**src/rtl/surf_dna_sequencer_if.sv**
```systemverilog
// +----------------------------------------------------------------------------+
// | surf_dna_sequencer_if : request/status bundle between the DNA sequencer   |
// | and the ID/control register block.                 Rev 1.0 - initial      |
// +----------------------------------------------------------------------------+
`default_nettype none

interface surf_dna_sequencer_if;
  logic        start_i;
  logic        busy_o;
  logic        valid_o;
  logic [95:0] dna_o;
  logic        mismatch_o;

  modport slave (
    input  start_i,
    output busy_o,
    output valid_o,
    output dna_o,
    output mismatch_o
  );

  modport master (
    output start_i,
    input  busy_o,
    input  valid_o,
    input  dna_o,
    input  mismatch_o
  );
endinterface

`default_nettype wire

```
**src/rtl/surf_dna_sequencer.sv**
```systemverilog
// +----------------------------------------------------------------------------+
// | surf_dna_sequencer : drives DNA_PORTE2 (one READ, 96 SHIFTs) and captures |
// | the 96-bit device DNA. SURF_DNA_VERIFY_EN adds a second compare pass.     |
// | Rev 1.0 - initial                                                          |
// +----------------------------------------------------------------------------+
`default_nettype none

module surf_dna_sequencer #(
  parameter int CLK_DIV    = 4,
  parameter bit AUTO_START = 1'b1
) (
  input  wire logic             wb_clk_i,
  input  wire logic             wb_rst_i,
  surf_dna_sequencer_if.slave   bus,
  output logic                  dna_read_o,
  output logic                  dna_shift_o,
  input  wire logic             dna_dout_i
);

  typedef enum logic [2:0] {
    S_IDLE  = 3'd0,
    S_READ  = 3'd1,
    S_WAIT  = 3'd2,
    S_SHIFT = 3'd3,
    S_DONE  = 3'd4
  } state_t;

  localparam logic [7:0] c_div_last = 8'(CLK_DIV - 1);
  localparam logic [6:0] c_last_bit = 7'd95;

  state_t      r_state;
  logic [7:0]  r_div;
  logic [6:0]  r_bitcnt;
  logic        r_auto;
  logic        r_busy;
  logic        r_valid;
  logic [95:0] r_dna;

  logic w_div_hit;
  logic w_last;

  // The divider counts edges since the last strobe (or the READ cycle).
  assign w_div_hit = (r_div == c_div_last);
  assign w_last    = (r_state == S_SHIFT) && (r_bitcnt == c_last_bit);

`ifdef SURF_DNA_VERIFY_EN
  logic r_pass;
  logic r_miss;
  logic r_mismatch;

  always_ff @(posedge wb_clk_i or posedge wb_rst_i) begin
    if (wb_rst_i) begin
      r_state     <= S_IDLE;
      r_div       <= 8'd0;
      r_bitcnt    <= 7'd0;
      r_auto      <= AUTO_START;
      r_busy      <= 1'b0;
      r_valid     <= 1'b0;
      r_dna       <= 96'h0;
      dna_read_o  <= 1'b0;
      dna_shift_o <= 1'b0;
      r_pass      <= 1'b0;
      r_miss      <= 1'b0;
      r_mismatch  <= 1'b0;
    end else begin
      case (r_state)
        S_IDLE: begin
          if (bus.start_i || r_auto) begin
            r_state    <= S_READ;
            r_auto     <= 1'b0;
            r_busy     <= 1'b1;
            r_valid    <= 1'b0;
            dna_read_o <= 1'b1;
            r_bitcnt   <= 7'd0;
            r_div      <= 8'd0;
            r_pass     <= 1'b0;
            r_miss     <= 1'b0;
            r_mismatch <= 1'b0;
          end
        end
        S_READ, S_WAIT, S_SHIFT: begin
          dna_read_o <= 1'b0;
          if (r_state == S_SHIFT) begin
            // Second pass only compares; the first-pass capture is kept.
            if (r_pass)
              r_miss <= r_miss | (dna_dout_i != r_dna[r_bitcnt]);
            else
              r_dna[r_bitcnt] <= dna_dout_i;
            r_bitcnt <= r_bitcnt + 7'd1;
          end
          if (w_last) begin
            dna_shift_o <= 1'b0;
            r_div       <= 8'd0;
            if (!r_pass) begin
              r_pass     <= 1'b1;
              r_state    <= S_READ;
              dna_read_o <= 1'b1;
              r_bitcnt   <= 7'd0;
            end else begin
              r_state    <= S_DONE;
              r_busy     <= 1'b0;
              r_valid    <= 1'b1;
              r_mismatch <= r_miss | (dna_dout_i != r_dna[r_bitcnt]);
            end
          end else if (w_div_hit) begin
            dna_shift_o <= 1'b1;
            r_div       <= 8'd0;
            r_state     <= S_SHIFT;
          end else begin
            dna_shift_o <= 1'b0;
            r_div       <= r_div + 8'd1;
            r_state     <= S_WAIT;
          end
        end
        S_DONE:  r_state <= S_IDLE;
        default: r_state <= S_IDLE;
      endcase
    end
  end

  assign bus.mismatch_o = r_mismatch;
`else
  always_ff @(posedge wb_clk_i or posedge wb_rst_i) begin
    if (wb_rst_i) begin
      r_state     <= S_IDLE;
      r_div       <= 8'd0;
      r_bitcnt    <= 7'd0;
      r_auto      <= AUTO_START;
      r_busy      <= 1'b0;
      r_valid     <= 1'b0;
      r_dna       <= 96'h0;
      dna_read_o  <= 1'b0;
      dna_shift_o <= 1'b0;
    end else begin
      case (r_state)
        S_IDLE: begin
          if (bus.start_i || r_auto) begin
            r_state    <= S_READ;
            r_auto     <= 1'b0;
            r_busy     <= 1'b1;
            r_valid    <= 1'b0;
            dna_read_o <= 1'b1;
            r_bitcnt   <= 7'd0;
            r_div      <= 8'd0;
          end
        end
        S_READ, S_WAIT, S_SHIFT: begin
          dna_read_o <= 1'b0;
          // DOUT still presents the current bit on the edge that ends a strobe.
          if (r_state == S_SHIFT) begin
            r_dna[r_bitcnt] <= dna_dout_i;
            r_bitcnt        <= r_bitcnt + 7'd1;
          end
          if (w_last) begin
            dna_shift_o <= 1'b0;
            r_div       <= 8'd0;
            r_state     <= S_DONE;
            r_busy      <= 1'b0;
            r_valid     <= 1'b1;
          end else if (w_div_hit) begin
            dna_shift_o <= 1'b1;
            r_div       <= 8'd0;
            r_state     <= S_SHIFT;
          end else begin
            dna_shift_o <= 1'b0;
            r_div       <= r_div + 8'd1;
            r_state     <= S_WAIT;
          end
        end
        S_DONE:  r_state <= S_IDLE;
        default: r_state <= S_IDLE;
      endcase
    end
  end

  assign bus.mismatch_o = 1'b0;
`endif

  assign bus.busy_o  = r_busy;
  assign bus.valid_o = r_valid;
  assign bus.dna_o   = r_dna;

endmodule

`default_nettype wire

```
**src/flat_wrapper.sv**
```systemverilog
// flat-port wrapper written by rule: the top's interface ports become plain ports
module surf_dna_sequencer_flat 
#(
  parameter int CLK_DIV    = 4,
  parameter bit AUTO_START = 1'b1
)
  (wb_clk_i, wb_rst_i, dna_read_o, dna_shift_o, dna_dout_i, bus_start_i, bus_busy_o, bus_valid_o, bus_dna_o, bus_mismatch_o);
  surf_dna_sequencer_if bus_i ();
  input  wire logic wb_clk_i;
  input  wire logic wb_rst_i;
  output logic dna_read_o;
  output logic dna_shift_o;
  input  wire logic dna_dout_i;
  input wire logic [$bits(bus_i.start_i)-1:0] bus_start_i;
  output wire logic [$bits(bus_i.busy_o)-1:0] bus_busy_o;
  output wire logic [$bits(bus_i.valid_o)-1:0] bus_valid_o;
  output wire logic [$bits(bus_i.dna_o)-1:0] bus_dna_o;
  output wire logic [$bits(bus_i.mismatch_o)-1:0] bus_mismatch_o;
  assign bus_i.start_i = bus_start_i;
  assign bus_busy_o = bus_i.busy_o;
  assign bus_valid_o = bus_i.valid_o;
  assign bus_dna_o = bus_i.dna_o;
  assign bus_mismatch_o = bus_i.mismatch_o;
  surf_dna_sequencer #(.CLK_DIV(CLK_DIV), .AUTO_START(AUTO_START)) u_core (.wb_clk_i(wb_clk_i), .wb_rst_i(wb_rst_i), .bus(bus_i), .dna_read_o(dna_read_o), .dna_shift_o(dna_shift_o), .dna_dout_i(dna_dout_i));
endmodule
```
**config.mk**
```make
export PLATFORM = sky130hd
export DESIGN_NAME = surf_dna_sequencer_flat
export DESIGN_NICKNAME = d
export VERILOG_FILES = /design/src/rtl/surf_dna_sequencer_if.sv /design/src/rtl/surf_dna_sequencer.sv /design/src/flat_wrapper.sv
export SDC_FILE = /design/constraint.sdc
export NUM_CORES = 1
export LEC_CHECK = 0
export ABC_AREA = 0
export CAP_MARGIN = 10
export CELL_PAD_IN_SITES_DETAIL_PLACEMENT = 0
export CELL_PAD_IN_SITES_GLOBAL_PLACEMENT = 1
export CORE_MARGIN = 2
export CORE_UTILIZATION = 41
export DETAILED_ROUTE_END_ITERATION = 16
export PLACE_DENSITY_LB_ADDON = 0.12
export SETUP_SLACK_MARGIN = 0.5
export SLEW_MARGIN = 0
export SYNTH_ARGS = -nofsm -noshare
export SYNTH_HDL_FRONTEND = slang
export SYNTH_SLANG_ARGS = --single-unit
```
**constraint.sdc**
```tcl
create_clock -name wb_clk_i -period 4.79 [get_ports wb_clk_i]
set_input_delay 0.958 -clock wb_clk_i [delete_from_list [all_inputs] [get_ports wb_clk_i]]
set_output_delay 0.958 -clock wb_clk_i [all_outputs]
set_load 0.005 [all_outputs]
```
==> results.txt <==
- The final layout contains routed wiring with a total length of 12710 um.
- Post CTS Setup Buffer Count: 0
* Synthesized net count: 481
- Final Hold Vio Count: 0
* Largest area contributor in the netlist: dfrtp_1
- Core box area: 13240 um2
- Of the cells placed in the final design, the portion with a size suffix greater than 1 is 0.2362.
- Area of the mapped netlist: 5548 um2
- Count of synthesis-stage warnings from yosys: 0
- Of the synthesized area, sequential elements account for 0.5370.
- Number of instances in the placed design: 727
* Num Clock Sinks: 119
* Vias post-DR: 3875
- Main combinational cell family by area after synthesis: multiplexers
* Number of antenna violations at the first check in global routing: 0
* Synth Area in Compound Gates: 0.04420
* Number of top-level design ports: 105
- The number of pins with negative max-slew slack in the final report came to 0.
* Cell leakage power: 3.111 nW
* Setup TNS after final layout: 0 ps
- Die Y: 120.3 um
- Switching pwr: 0.6834 mW
- The setup path with the least slack is of type flop to flop.
* Maximum level of the CTS H-tree: 4
- TritonCTS created 17 clock buffers.
- Most common library cell in the layout ignoring fill and taps: dfrtp_1
* Count of instances resized after the clock tree is built: 0
- TritonCTS built the clock tree.
* Antenna-violating nets left: 0
- After clock tree synthesis, the clock-pin slew on the worst setup and hold paths is 50 ps.
- Dpl hpwl: 8376 um
* Via count of the first global-routing pass: 3834
- The later pin in the worst-skew pair is clocked with a latency of 420 ps.
- For this block, the initial DRC count from the detailed router was 259.
* Longest Clk Path Bufs: 2
* Number of storage elements in the synthesis netlist: 119
- Between clock sinks in the finished design, the worst skew comes to 8.055 ps.
* Outcome: completed
- Internal power comes to 1.989 mW.
- For this run the aggregate overflow at the end of global routing stands at 0.
- Area Growth Syn to Fin: 29.91%
* Simple logic cell fraction of the synthesized area: 0.1646
- Hold repair after CTS inserted 0 buffers.
- Commonest cells after routing, fill and taps aside: dfrtp_1 (118), clkdlybuf4s50_1 (102), nand2_1 (72)
- Post-synth ARST share: 1.000
- In this run the worst path has a maximum fanout of 17.
- Measured against the total synthesized area, the mux share comes to 0.2170.
- STA puts the critical path data required time at 5090 ps.
* Mean cell area of the mapped netlist: 11.68 um2
- Worst min-delay path class: flop to flop
* Maximum number of pins on one net before global-route repair: 69
- Final core utilization: 0.5442
* Setup violators final: 0
- Most used flip-flop cell after synthesis: dfrtp_1
* Total number of placement rows: 42
* Antenna fix cells: 0
- Cells after Synth: 475
- STA puts the critical path data arrival time at 2640 ps.
* Final std cells w/o fill: 756
* Clock Power Share: 0.441
* First-pass GRT wire length: 20780 um
- The clock period could shrink to 2342 ps.
- Detailed-route DRC error count: 0
- Dividing the detail-routed wire length by the instance count gives 16.81 um.
- Of the post-synthesis cell area, the dominant cell type holds 0.5323.
* Gpl congestion: 0.7947
* PortBufs: 103
- Initial Utilization: 0.4189
- Element type at the critical path start: flop
* Transition at the pin with the smallest max-transition slack: 958.0 ps
- The share of total power dissipated in combinational logic is 0.114.
- By area the synthesized netlist is led by dfrtp_1 (53%), mux2_2 (13%), mux2_4 (8.1%).
* IR Drop Worst-Case VDD: 0.1927 mV
- Number of flops mapped to enable cells by yosys: 0
- All-Layer GR Usage: 0.1851
- Of the total synthesized cell area, the portion taken by XOR and XNOR cells is 0.
* Synth unique cells: 56
- In this run the register-to-register setup slack is 2450 ps.
- The die covers 14480 um2.
* Setup repair after global routing missed its margin: false
- DIE WIDTH: 120.3 um
- CTS placed an instance of clkbuf_16 at the clock tree root.
- In the final design database the tool counted 576 nets.
* Normalized max-slew margin: 0.3613
- Synth Area in Adders: 0.004511
- Crit end category: flop
- Dividing the final minimum period by the clock period gives 0.4890.
* Vias per cell: 5.126
- First-pass iteration count of the detailed router: 5
* Max capacitance violation total: 0
- Achievable clock frequency: 426.9 MHz
* Power Density: 370.8 nW/um2
- Fraction of power spent switching nets: 0.2557
* Flop pwr share: 0.446
stage by stage:
stage | instance area [um2] | hold WS [ps] | setup WS [ps] | power (mW)
floorplan | 5548 | 469.4 | 676.2 | 1.380
global placement | 6666 | 468.8 | 2193 | 1.504
detailed placement | 6666 | 475.2 | 2141 | 1.515
CTS | 7207 | 493.0 | 2420 | 2.698
global route | 7207 | 504.6 | 2287 | 2.804
finish | 7207 | 488.1 | 2448 | 2.672
cells in the mapped netlist, types with 3 or more instances:
library cell	instances
nor2b_1	5
nor4_1	4
nor3_2	3
nor2_1	57
inv_1	4
dfrtp_1	118
mux2_2	64
buf_6	3
nand3_1	10
mux2_4	30
buf_2	11
nand2_1	72
nand2b_1	7
o31ai_1	5
nor3_1	9
buf_4	3
a21oi_1	5
o21ai_0	9
clkbuf_1	11
worst paths after layout:
kind                              startpoint              endpoint  cells after the start
max                        u_core.r_state[2]  u_core.bus.dna_o[59]                      4
min                        u_core.dna_read_o     u_core.dna_read_o                      2
max reg2reg                u_core.r_state[2]  u_core.bus.dna_o[59]                      4
min reg2reg                u_core.dna_read_o     u_core.dna_read_o                      2
max in group asynchronous           wb_rst_i  u_core.bus.dna_o[41]                      3
min in group asynchronous           wb_rst_i       u_core.r_div[5]                      2
sequential cells by signal, summed over array words and instances (netlist names):
signal and cells:
u_core.bus.dna_o 96, u_core.r_div 8, u_core.r_bitcnt 7, u_core.r_state 3, u_core.bus.busy_o 1, u_core.bus.valid_o 1
u_core.dna_read_o 1, u_core.dna_shift_o 1, u_core.r_auto 1
metal layers:
layer / vias to the layer above / track usage / routed length (um) / part of all wire
met1: 1922 / 0.2552 / 5995 / 0.47
li1: 1830 / - / - / -
met3: 16 / 0.05566 / 662 / 0.052
met5: - / 0 / 0 / 0
met4: 0 / 0.05887 / 150 / 0.012
met2: 107 / 0.2813 / 5898 / 0.46
kinds of logic (layout without fill, tap and decap cells):
group	after synthesis	in the layout
other cells	1	1
fa+ha+maj	2	2
flops	119	119
mux	97	97
buf+inv	34	139
compound gates	36	36
simple gates	186	186
layout make-up:
| class | instances | area, um2 |
|---|---|---|
| Multi-Input combinational cell | 322 | 2391 |
| Clock inverter | 4 | 45.04 |
| Fill cell | 1162 | 6036 |
| Clock buffer | 25 | 495.5 |
| Timing Repair Buffer | 105 | 1054 |
| Sequential cell | 119 | 2979 |
| Inverter | 5 | 22.52 |
| Tap cell | 176 | 220.2 |
power groups by stage:
| stage | combinational [mW] | sequential, mW | clock (mW) |
|---|---|---|---|
| finish | 0.303 | 1.19 | 1.18 |
| global route | 0.344 | 1.21 | 1.25 |
| CTS | 0.309 | 1.19 | 1.20 |
| detailed placement | 0.308 | 1.21 | 0 |
| global placement | 0.302 | 1.20 | 0 |
| floorplan | 0.224 | 1.16 | 0 |
worst max-delay path, cell delays in order, from the launching register on:
cell	delay, ps
dfrtp_1	550
and3b_1	400
nand4b_1	600
nor2_1	320
mux2_2	350
Power figures use the tool's default switching activity.
